<file path="src/rtl/fifo_pkg.sv">
// Shared FIFO defaults, pointer wrap helper and error encodings.
// Pure declarations; no latency or backpressure of its own.
package fifo_pkg;

  localparam int DEF_BITNUMBER = 6;
  localparam int DEF_LENGTH    = 4;

  typedef enum logic [1:0] {
    ERR_NONE      = 2'b00,
    ERR_OVERFLOW  = 2'b01,
    ERR_UNDERFLOW = 2'b10
  } fifo_err_e;

  // Explicit compare so depths that are not a power of two wrap correctly.
  function automatic int ptr_next(input int ptr, input int len);
    return (ptr == len - 1) ? 0 : ptr + 1;
  endfunction

endpackage

</file>
<file path="src/rtl/fifo_buffer_if.sv">
// Producer/consumer side of the FIFO: requests, write data, thresholds and status.
// Zero latency wiring; backpressure is visible to the producer as Fifo_full.
interface fifo_buffer_if #(
  parameter int BITNUMBER = fifo_pkg::DEF_BITNUMBER,
  parameter int LENGTH    = fifo_pkg::DEF_LENGTH
);
  localparam int CNTW = $clog2(LENGTH + 1);

  logic                 Fifo_wr;
  logic                 Fifo_rd;
  logic [BITNUMBER-1:0] data_in;
  logic [CNTW-1:0]      almost_full_th;
  logic [CNTW-1:0]      almost_empty_th;
  logic [BITNUMBER-1:0] data_out;
  logic                 valid_out;
  logic                 Fifo_full;
  logic                 Fifo_empty;
  logic                 almost_full;
  logic                 almost_empty;
  logic                 fifo_error;
  logic [CNTW-1:0]      count;

  modport master (
    output Fifo_wr, Fifo_rd, data_in, almost_full_th, almost_empty_th,
    input  data_out, valid_out, Fifo_full, Fifo_empty, almost_full,
           almost_empty, fifo_error, count
  );

  modport slave (
    input  Fifo_wr, Fifo_rd, data_in, almost_full_th, almost_empty_th,
    output data_out, valid_out, Fifo_full, Fifo_empty, almost_full,
           almost_empty, fifo_error, count
  );

endinterface

</file>
<file path="src/rtl/fifo_ram.sv">
// LENGTH x BITNUMBER register array, synchronous write, registered read (1 cycle).
// No backpressure; the read register holds its value when re is low.
module fifo_ram
  import fifo_pkg::*;
#(
  parameter int BITNUMBER = DEF_BITNUMBER,
  parameter int LENGTH    = DEF_LENGTH
) (
  input  logic                         clk,
  input  logic                         reset,
  input  logic                         we,
  input  logic [$clog2(LENGTH)-1:0]    waddr,
  input  logic [BITNUMBER-1:0]         wdata,
  input  logic                         re,
  input  logic [$clog2(LENGTH)-1:0]    raddr,
  output logic [BITNUMBER-1:0]         rdata
);

  logic [BITNUMBER-1:0] mem [LENGTH];

  always_ff @(posedge clk) begin
    if (we) mem[waddr] <= wdata;
  end

  // Read register is reset so data_out comes up as zero; the array is not.
  always_ff @(posedge clk or negedge reset) begin
    if (!reset)  rdata <= '0;
    else if (re) rdata <= mem[raddr];
  end

endmodule

</file>
<file path="src/rtl/fifo_buffer.sv">
// Synchronous FIFO with count-decoded status flags and sticky overflow/underflow error.
// Read data one cycle after an accepted read; writes to a full FIFO are dropped unless paired with a read.
module fifo_buffer
  import fifo_pkg::*;
#(
  parameter int BITNUMBER = DEF_BITNUMBER,
  parameter int LENGTH    = DEF_LENGTH
) (
  input  logic         clk,
  input  logic         reset,
  fifo_buffer_if.slave bus
);

  localparam int PTRW = $clog2(LENGTH);
  localparam int CNTW = $clog2(LENGTH + 1);

  logic [PTRW-1:0] wr_ptr;
  logic [PTRW-1:0] rd_ptr;
  logic [CNTW-1:0] count_q;
  logic            valid_q;
  logic            error_q;
  logic            full;
  logic            empty;
  logic            wr_ok;
  logic            rd_ok;
  logic            overflow;
  logic            underflow;

  assign full      = (count_q == CNTW'(LENGTH));
  assign empty     = (count_q == '0);
  assign wr_ok     = bus.Fifo_wr && (!full || bus.Fifo_rd);
  assign rd_ok     = bus.Fifo_rd && !empty;
  assign overflow  = bus.Fifo_wr && full && !bus.Fifo_rd;
  assign underflow = bus.Fifo_rd && empty;

  fifo_ram #(
    .BITNUMBER (BITNUMBER),
    .LENGTH    (LENGTH)
  ) u_ram (
    .clk   (clk),
    .reset (reset),
    .we    (wr_ok),
    .waddr (wr_ptr),
    .wdata (bus.data_in),
    .re    (rd_ok),
    .raddr (rd_ptr),
    .rdata (bus.data_out)
  );

  always_ff @(posedge clk or negedge reset) begin
    if (!reset) begin
      wr_ptr  <= '0;
      rd_ptr  <= '0;
      count_q <= '0;
      valid_q <= 1'b0;
      error_q <= 1'b0;
    end else begin
      if (wr_ok) wr_ptr <= PTRW'(ptr_next(int'(wr_ptr), LENGTH));
      if (rd_ok) rd_ptr <= PTRW'(ptr_next(int'(rd_ptr), LENGTH));
      case ({wr_ok, rd_ok})
        2'b10:   count_q <= count_q + CNTW'(1);
        2'b01:   count_q <= count_q - CNTW'(1);
        default: count_q <= count_q;
      endcase
      valid_q <= rd_ok;
      if (overflow || underflow) error_q <= 1'b1;
    end
  end

  // Flags are pure decodes of count so they move on the same edge as the data.
  assign bus.valid_out    = valid_q;
  assign bus.fifo_error   = error_q;
  assign bus.count        = count_q;
  assign bus.Fifo_full    = full;
  assign bus.Fifo_empty   = empty;
  assign bus.almost_full  = (count_q >= bus.almost_full_th);
  assign bus.almost_empty = (count_q <= bus.almost_empty_th);

endmodule

</file>
<file path="src/flat_wrapper.sv">
// flat-port wrapper written by rule: the top's interface ports become plain ports
module fifo_buffer_flat import fifo_pkg::*;
#(
  parameter int BITNUMBER = DEF_BITNUMBER,
  parameter int LENGTH    = DEF_LENGTH
)
  (clk, reset, bus_Fifo_wr, bus_Fifo_rd, bus_data_in, bus_almost_full_th, bus_almost_empty_th, bus_data_out, bus_valid_out, bus_Fifo_full, bus_Fifo_empty, bus_almost_full, bus_almost_empty, bus_fifo_error, bus_count);
  fifo_buffer_if #(.BITNUMBER(BITNUMBER), .LENGTH(LENGTH)) bus_i ();
  input  logic clk;
  input  logic reset;
  input wire logic [$bits(bus_i.Fifo_wr)-1:0] bus_Fifo_wr;
  input wire logic [$bits(bus_i.Fifo_rd)-1:0] bus_Fifo_rd;
  input wire logic [$bits(bus_i.data_in)-1:0] bus_data_in;
  input wire logic [$bits(bus_i.almost_full_th)-1:0] bus_almost_full_th;
  input wire logic [$bits(bus_i.almost_empty_th)-1:0] bus_almost_empty_th;
  output wire logic [$bits(bus_i.data_out)-1:0] bus_data_out;
  output wire logic [$bits(bus_i.valid_out)-1:0] bus_valid_out;
  output wire logic [$bits(bus_i.Fifo_full)-1:0] bus_Fifo_full;
  output wire logic [$bits(bus_i.Fifo_empty)-1:0] bus_Fifo_empty;
  output wire logic [$bits(bus_i.almost_full)-1:0] bus_almost_full;
  output wire logic [$bits(bus_i.almost_empty)-1:0] bus_almost_empty;
  output wire logic [$bits(bus_i.fifo_error)-1:0] bus_fifo_error;
  output wire logic [$bits(bus_i.count)-1:0] bus_count;
  assign bus_i.Fifo_wr = bus_Fifo_wr;
  assign bus_i.Fifo_rd = bus_Fifo_rd;
  assign bus_i.data_in = bus_data_in;
  assign bus_i.almost_full_th = bus_almost_full_th;
  assign bus_i.almost_empty_th = bus_almost_empty_th;
  assign bus_data_out = bus_i.data_out;
  assign bus_valid_out = bus_i.valid_out;
  assign bus_Fifo_full = bus_i.Fifo_full;
  assign bus_Fifo_empty = bus_i.Fifo_empty;
  assign bus_almost_full = bus_i.almost_full;
  assign bus_almost_empty = bus_i.almost_empty;
  assign bus_fifo_error = bus_i.fifo_error;
  assign bus_count = bus_i.count;
  fifo_buffer #(.BITNUMBER(BITNUMBER), .LENGTH(LENGTH)) u_core (.clk(clk), .reset(reset), .bus(bus_i));
endmodule
</file>
<file path="config.mk">
export PLATFORM = sky130hd
export DESIGN_NAME = fifo_buffer_flat
export DESIGN_NICKNAME = d
export VERILOG_FILES = /design/src/rtl/fifo_pkg.sv /design/src/rtl/fifo_buffer_if.sv /design/src/rtl/fifo_ram.sv /design/src/rtl/fifo_buffer.sv /design/src/flat_wrapper.sv
export SDC_FILE = /design/constraint.sdc
export NUM_CORES = 1
export LEC_CHECK = 0
export BUFFER_PORTS_ARGS = -buffer_cell sky130_fd_sc_hd__buf_2
export CAP_MARGIN = 20
export CELL_PAD_IN_SITES_DETAIL_PLACEMENT = 0
export CELL_PAD_IN_SITES_GLOBAL_PLACEMENT = 1
export CORE_ASPECT_RATIO = 0.6
export CORE_MARGIN = 4
export CORE_UTILIZATION = 41
export DETAILED_ROUTE_END_ITERATION = 12
export PLACE_DENSITY = 0.71
export SLEW_MARGIN = 20
export SYNTH_ARGS = -nofsm -noshare
export SYNTH_HDL_FRONTEND = slang
export SYNTH_SLANG_ARGS = --single-unit
</file>
<file path="constraint.sdc">
create_clock -name clk -period 2.1 [get_ports clk]
set_input_delay 0.42 -clock clk [delete_from_list [all_inputs] [get_ports clk]]
set_output_delay 0.42 -clock clk [all_outputs]
set_load 0.1 [all_outputs]
</file>
=== After elaboration in Yosys (flattened, before gate mapping) ===
Memory sizes are Yosys's and may differ from the RTL's. A register that Yosys moved wholly into a read port is not among the register bits.
Index checks and enable logic that the tools add are counted.

* Output and inout port bits: 15
* Logic and storage cells: 35
* Register bits after elaboration: 9
* Input bits: 16
* Memories: 1
* Bits in writable memories: 24

{| class="wikitable"
|+ Memories
! memory !! depth !! bits a word !! read ports !! clocked after memory_dff !! wr ports !! line !! RTL
|-
| u_core.u_ram.mem || 4 || 6 || 1 || 1 || 1 || fifo_ram.sv:19 || <nowiki>logic [BITNUMBER-1:0] mem [LENGTH];</nowiki>
|}

* Mux-type cells: 5
* Equality and inequality tests: 5
* Reductions and logical operators: 13
* Add/subtract/negate cells: 4
* $lt $le $gt $ge: 2

{| class="wikitable"
|+ Operator list
! operator !! count
|-
| 2-bit by 1-bit == test with 1-bit output (second input constant) || 3
|-
| 3-bit one-hot mux with 2 select lines || 1
|-
| 1-bit logical AND || 5
|-
| 2-bit by 1-bit adder with 2-bit output (second input constant) || 2
|-
| 1-bit logical NOT || 4
|-
| 2-bit 2-to-1 mux || 2
|-
| 3-bit by 1-bit adder with 3-bit output (second input constant) || 1
|-
| 3-bit == test (second input constant) || 1
|-
| 3-bit >= comparator || 1
|-
| 3-bit <= comparator || 1
|-
| 3-bit logical NOT || 1
|-
| 3-bit by 1-bit subtractor with 3-bit output (second input constant) || 1
|-
| 2-bit == test (second input constant) || 1
|-
| 1-bit logical OR || 2
|-
| 1-bit 2-to-1 mux || 2
|-
| 2-bit nonzero test || 1
|}

=== Logic depth before layout (Yosys ltp) ===
* Depth in word-level cells: 6
* Mapped depth: 9
* Depth with buffers taken out: 9

=== By module ===
Synthesis repeated with hierarchy kept, for this count alone.

* Cells, all modules: 115
* Area, all modules: 1,725.4 sq um

{| class="wikitable"
|+ Modules (own cells, without submodules)
! module !! seq. area each (sq um) !! cells each !! area each (sq um) !! instances
|-
| fifo_ram || 870.8 || 62 || 1,132.3 || 1
|-
| fifo_buffer || 225.2 || 53 || 593.1 || 1
|}

=== Least setup slack after synthesis ===
OpenSTA, ideal clock, no wires.

* Kind: flip-flop to output port
* From: reg u_core.count_q[1] (netlist: u_core.bus.count[1])
* To: out bus_almost_empty
* Arrival time: 3.800 ns
* Data required time: 1.680 ns
* Buffers on the path: 0
* Cell stages (with the launch flop): 5
* Path slack: -2.120 ns
* Cells stage by stage: dfrtp_1 > ha_1 > nor2b_1 > o21a_1 > o21ai_0

* Cells in the longest elaborated chain, start to end: 1

{| class="wikitable"
|+ Ends and longest elaborated chain
! item !! line !! RTL
|-
| from (decl) || fifo_buffer.sv:19 || <nowiki>logic [CNTW-1:0] count_q;</nowiki>
|-
| from (signal assigned) || fifo_buffer.sv:61 || <nowiki>2'b10: count_q <= count_q + CNTW'(1);</nowiki>
|-
| from (signal assigned) || fifo_buffer.sv:62 || <nowiki>2'b01: count_q <= count_q - CNTW'(1);</nowiki>
|-
| from (signal assigned) || fifo_buffer.sv:63 || <nowiki>default: count_q <= count_q;</nowiki>
|-
| 3-bit <= comparator || fifo_buffer.sv:77 || <nowiki>assign bus.almost_empty = (count_q <= bus.almost_empty_th);</nowiki>
|-
| to (decl) || flat_wrapper.sv:21 || <nowiki>output wire logic [$bits(bus_i.almost_empty)-1:0] bus_almost_empty;</nowiki>
|}

Every way passes these cells.

=== Final worst setup path ===
Ends and elaborated chain as after synthesis.

==> key figures <==
STA
  – # setup viols final: 3
  – Setup ws final: -0.0778 ns
  – Tcrit/Tclk final: 104%
  – Max frequency: approximately 460 MHz
  – Final Max Tran Viols: 0
  – Slew margin rel.: between 60% and 70%
  – Slew of the pin with the lowest slew margin: a little under 0.5 ns
  – Clk_skew: between 0.0015 and 0.002 ns
  – Hold Vio Cnt, Final: 0
  – RSZ-0062 raised after global routing: true
  – Min cycle time layout: between 2 and 2.5 ns

CTS
  – TritonCTS clock tree: built
  – H-tree depth: 2
  – Later-pin clock latency in the skew report: around 0.28 ns
  – Root Buffer: clkbuf_8
  – CTS max path bufs: 2
  – Post-CTS Hold Fix Bufs: 0
  – Clk slew on worst S/H paths: 0.07 ns
  – Sink Count: 39
  – TritonCTS buffer count: 5

Logic synthesis
  – Sequential area share after synthesis: 62.4%
  – Post-synth ARST share: between 30% and 40%
  – Synth warn: 0
  – Post-synth cell types: 27
  – Syn_area_per_cell: 16.4 um^2
  – Cells after Synth: around 110
  – Syn Nets: between 100 and 150
  – Number of flops mapped to enable cells by yosys: 24
  – Mapped Area: about 1800 um^2
  – Post-synth top flop: edfxtp_1
  – Yosys reg bits: 39

Status
  – Failing checks: setup timing
  – Status: complete, but fails checks

Setup path
  – CP arrival: 1.76 ns
  – Data required, critical path: 1.68 ns
  – Worst R2R Setup Slack: -0.02 ns
  – CP max FO: 4
  – Crit. End Element: primary output
  – Critical path class: flop to primary output
  – Worst setup SP type: flop

Final layout
  – P&R area growth vs syn: 30.2%
  – Non-Filler Instances: around 210
  – Final Util: between 50% and 60%
  – Number of diodes: 0
  – Share of layout cells above drive strength 1: between 50% and 60%
  – Fin nets: approximately 180
  – Fill cell count: 338

Routing
  – Routed len/inst: approximately 15 um
  – First DRT Iteration DRCs: 33
  – Via count: approximately 1,000
  – Antenna-violating nets left: 0
  – Post-route DRC violation count: 0
  – Detailed Route WL: ~3.2 mm
  – Drt pass-1 iters: 4
  – Avg Vias per Cell: around 4.7

Global route
  – Largest net degree at the start of global routing: 16
  – GR Overflow Total: 0
  – First-pass GRT wire length: 5.29 mm
  – Number of global-route vias before repair: 1,099
  – GRT Total Usage: between 10% and 20%
  – Antenna violations before repair: 0

Placed design
  – Gp weighted congestion: around 0.72
  – Pre-CTS setup slack: -0.0553 ns
  – Placed Cells incl. Taps: 203
  – Dpl hpwl: between 2 and 2.5 mm
  – PortBufs: 30

Floorplan
  – Die area: around 5400 um^2
  – Core Area: slightly above 4000 um^2
  – Die H: 58.7 um
  – Die X: ~93 um
  – Initial core utilization: 42.6%
  – Num ports: 31
  – FP Rows: 18

Run
  – Number of max-cap violations: 0

Hold path
  – Hold Path Class: primary input to async pin
[critical path: stages (launching register included)]
cell,delay [ns]
dfrtp_4,0.48
buf_6,0.14
ha_4,0.20
nor2b_1,0.12
o21a_1,0.19
o21ai_4,0.15
buf_12,0.19
[through the flow]
stage | hold slack, ns | instance area (um^2) | TNS [ns]
final | 0.0402 | 2290 | -0.137
after global routing | 0.0520 | 2290 | -0.381
after CTS | 0.0432 | 2250 | -0.228
after detailed placement | 0.351 | 2120 | -0.0553
after global placement | 0.348 | 2120 | -0.0123
after floorplan | 0.124 | 1810 | -0.781
[final cells by class]
| type | count | area, um^2 | area share (%) |
|---|---|---|---|
| clock buffers | 6 | 72.6 | 3.17 |
| clock inverters | 2 | 7.51 | 0.328 |
| inverters | 12 | 50.0 | 2.19 |
| multi-input cells | 54 | 693 | 30.3 |
| flip-flops and latches | 39 | 1110 | 48.4 |
| well taps | 60 | 75.1 | 3.28 |
| repair buffers | 41 | 282 | 12.3 |
[timing repair]
item / CTS / global route
pin swaps: 7 / 9
endpoints found under the hold margin: 0 / 0
resized for setup: 7 / 5
buffers inserted: 3 / 0
setup endpoints to repair: 3 / 3
cloned: 0 / 0
[metal layers]
layer	track usage [%]	share of wire [%]	wire [um]	up-vias
met5	0	0	0	-
li1	-	-	-	481
met2	21.0	50	1580	16
met1	17.5	45	1440	496
met4	5.71	1.2	38	0
met3	4.34	4.1	132	4
[logic make-up (layout without fill, tap and decap cells)]
family / Yosys count / count (layout) / synth area share (%)
compound gates: 10 / 10 / 5.06
simple gates: 13 / 13 / 4.42
fa+ha+maj: 13 / 13 / 9.69
mux: 15 / 15 / 13.9
flops: 39 / 39 / 62.4
xor+xnor: 3 / 3 / 1.50
buf+inv: 14 / 61 / 3.06
[sequential cells by signal, indices dropped and copies added, names as in the netlist]
register	flops
u_core.rd_ptr	2
u_core.bus.count	3
u_core.bus.fifo_error	1
u_core.u_ram.mem	24
u_core.bus.valid_out	1
u_core.u_ram.rdata	6
u_core.wr_ptr	2
[layout by cell type (no fill, tap or decap), types with 4 or more instances in the layout]
| cell | instances |
|---|---|
| and2_2 | 4 |
| buf_2 | 27 |
| buf_4 | 10 |
| clkbuf_8 | 5 |
| dfrtp_1 | 12 |
| edfxtp_1 | 24 |
| ha_1 | 8 |
| ha_4 | 4 |
| inv_1 | 9 |
| mux2_2 | 7 |
| mux4_2 | 6 |
[final timing paths]
| check | startpoint | endpoint | cells past startpoint |
|---|---|---|---|
| max reg2reg | u_core.bus.count[0] | u_core.bus.count[2] | 9 |
| max in group asynchronous | reset | u_core.bus.count[2] | 1 |
| min in group clk | bus_data_in[5] | u_core.u_ram.mem[2][5] | 1 |
| min reg2reg | u_core.bus.fifo_error | u_core.bus.fifo_error | 1 |
| max | u_core.bus.count[1] | bus_almost_empty | 6 |
| min | reset | u_core.u_ram.rdata[2] | 1 |
[cells in the mapped netlist, types with 2 or more instances]
cell	instances	area share, %
nor2_1	2	0.43
ha_1	12	8.5
inv_1	12	2.6
xor2_1	2	1.0
edfxtp_1	24	41
nor3_1	2	0.57
dfrtp_1	15	21
mux4_2	6	7.7
o21ai_0	2	0.57
mux2_4	2	1.7
a21o_1	3	1.3
mux2_2	7	4.5
and2_2	4	1.7
Power is left out: the tool's default activity adds up to more than one toggle a clock period on the data nets, which glitch-free logic cannot reach.
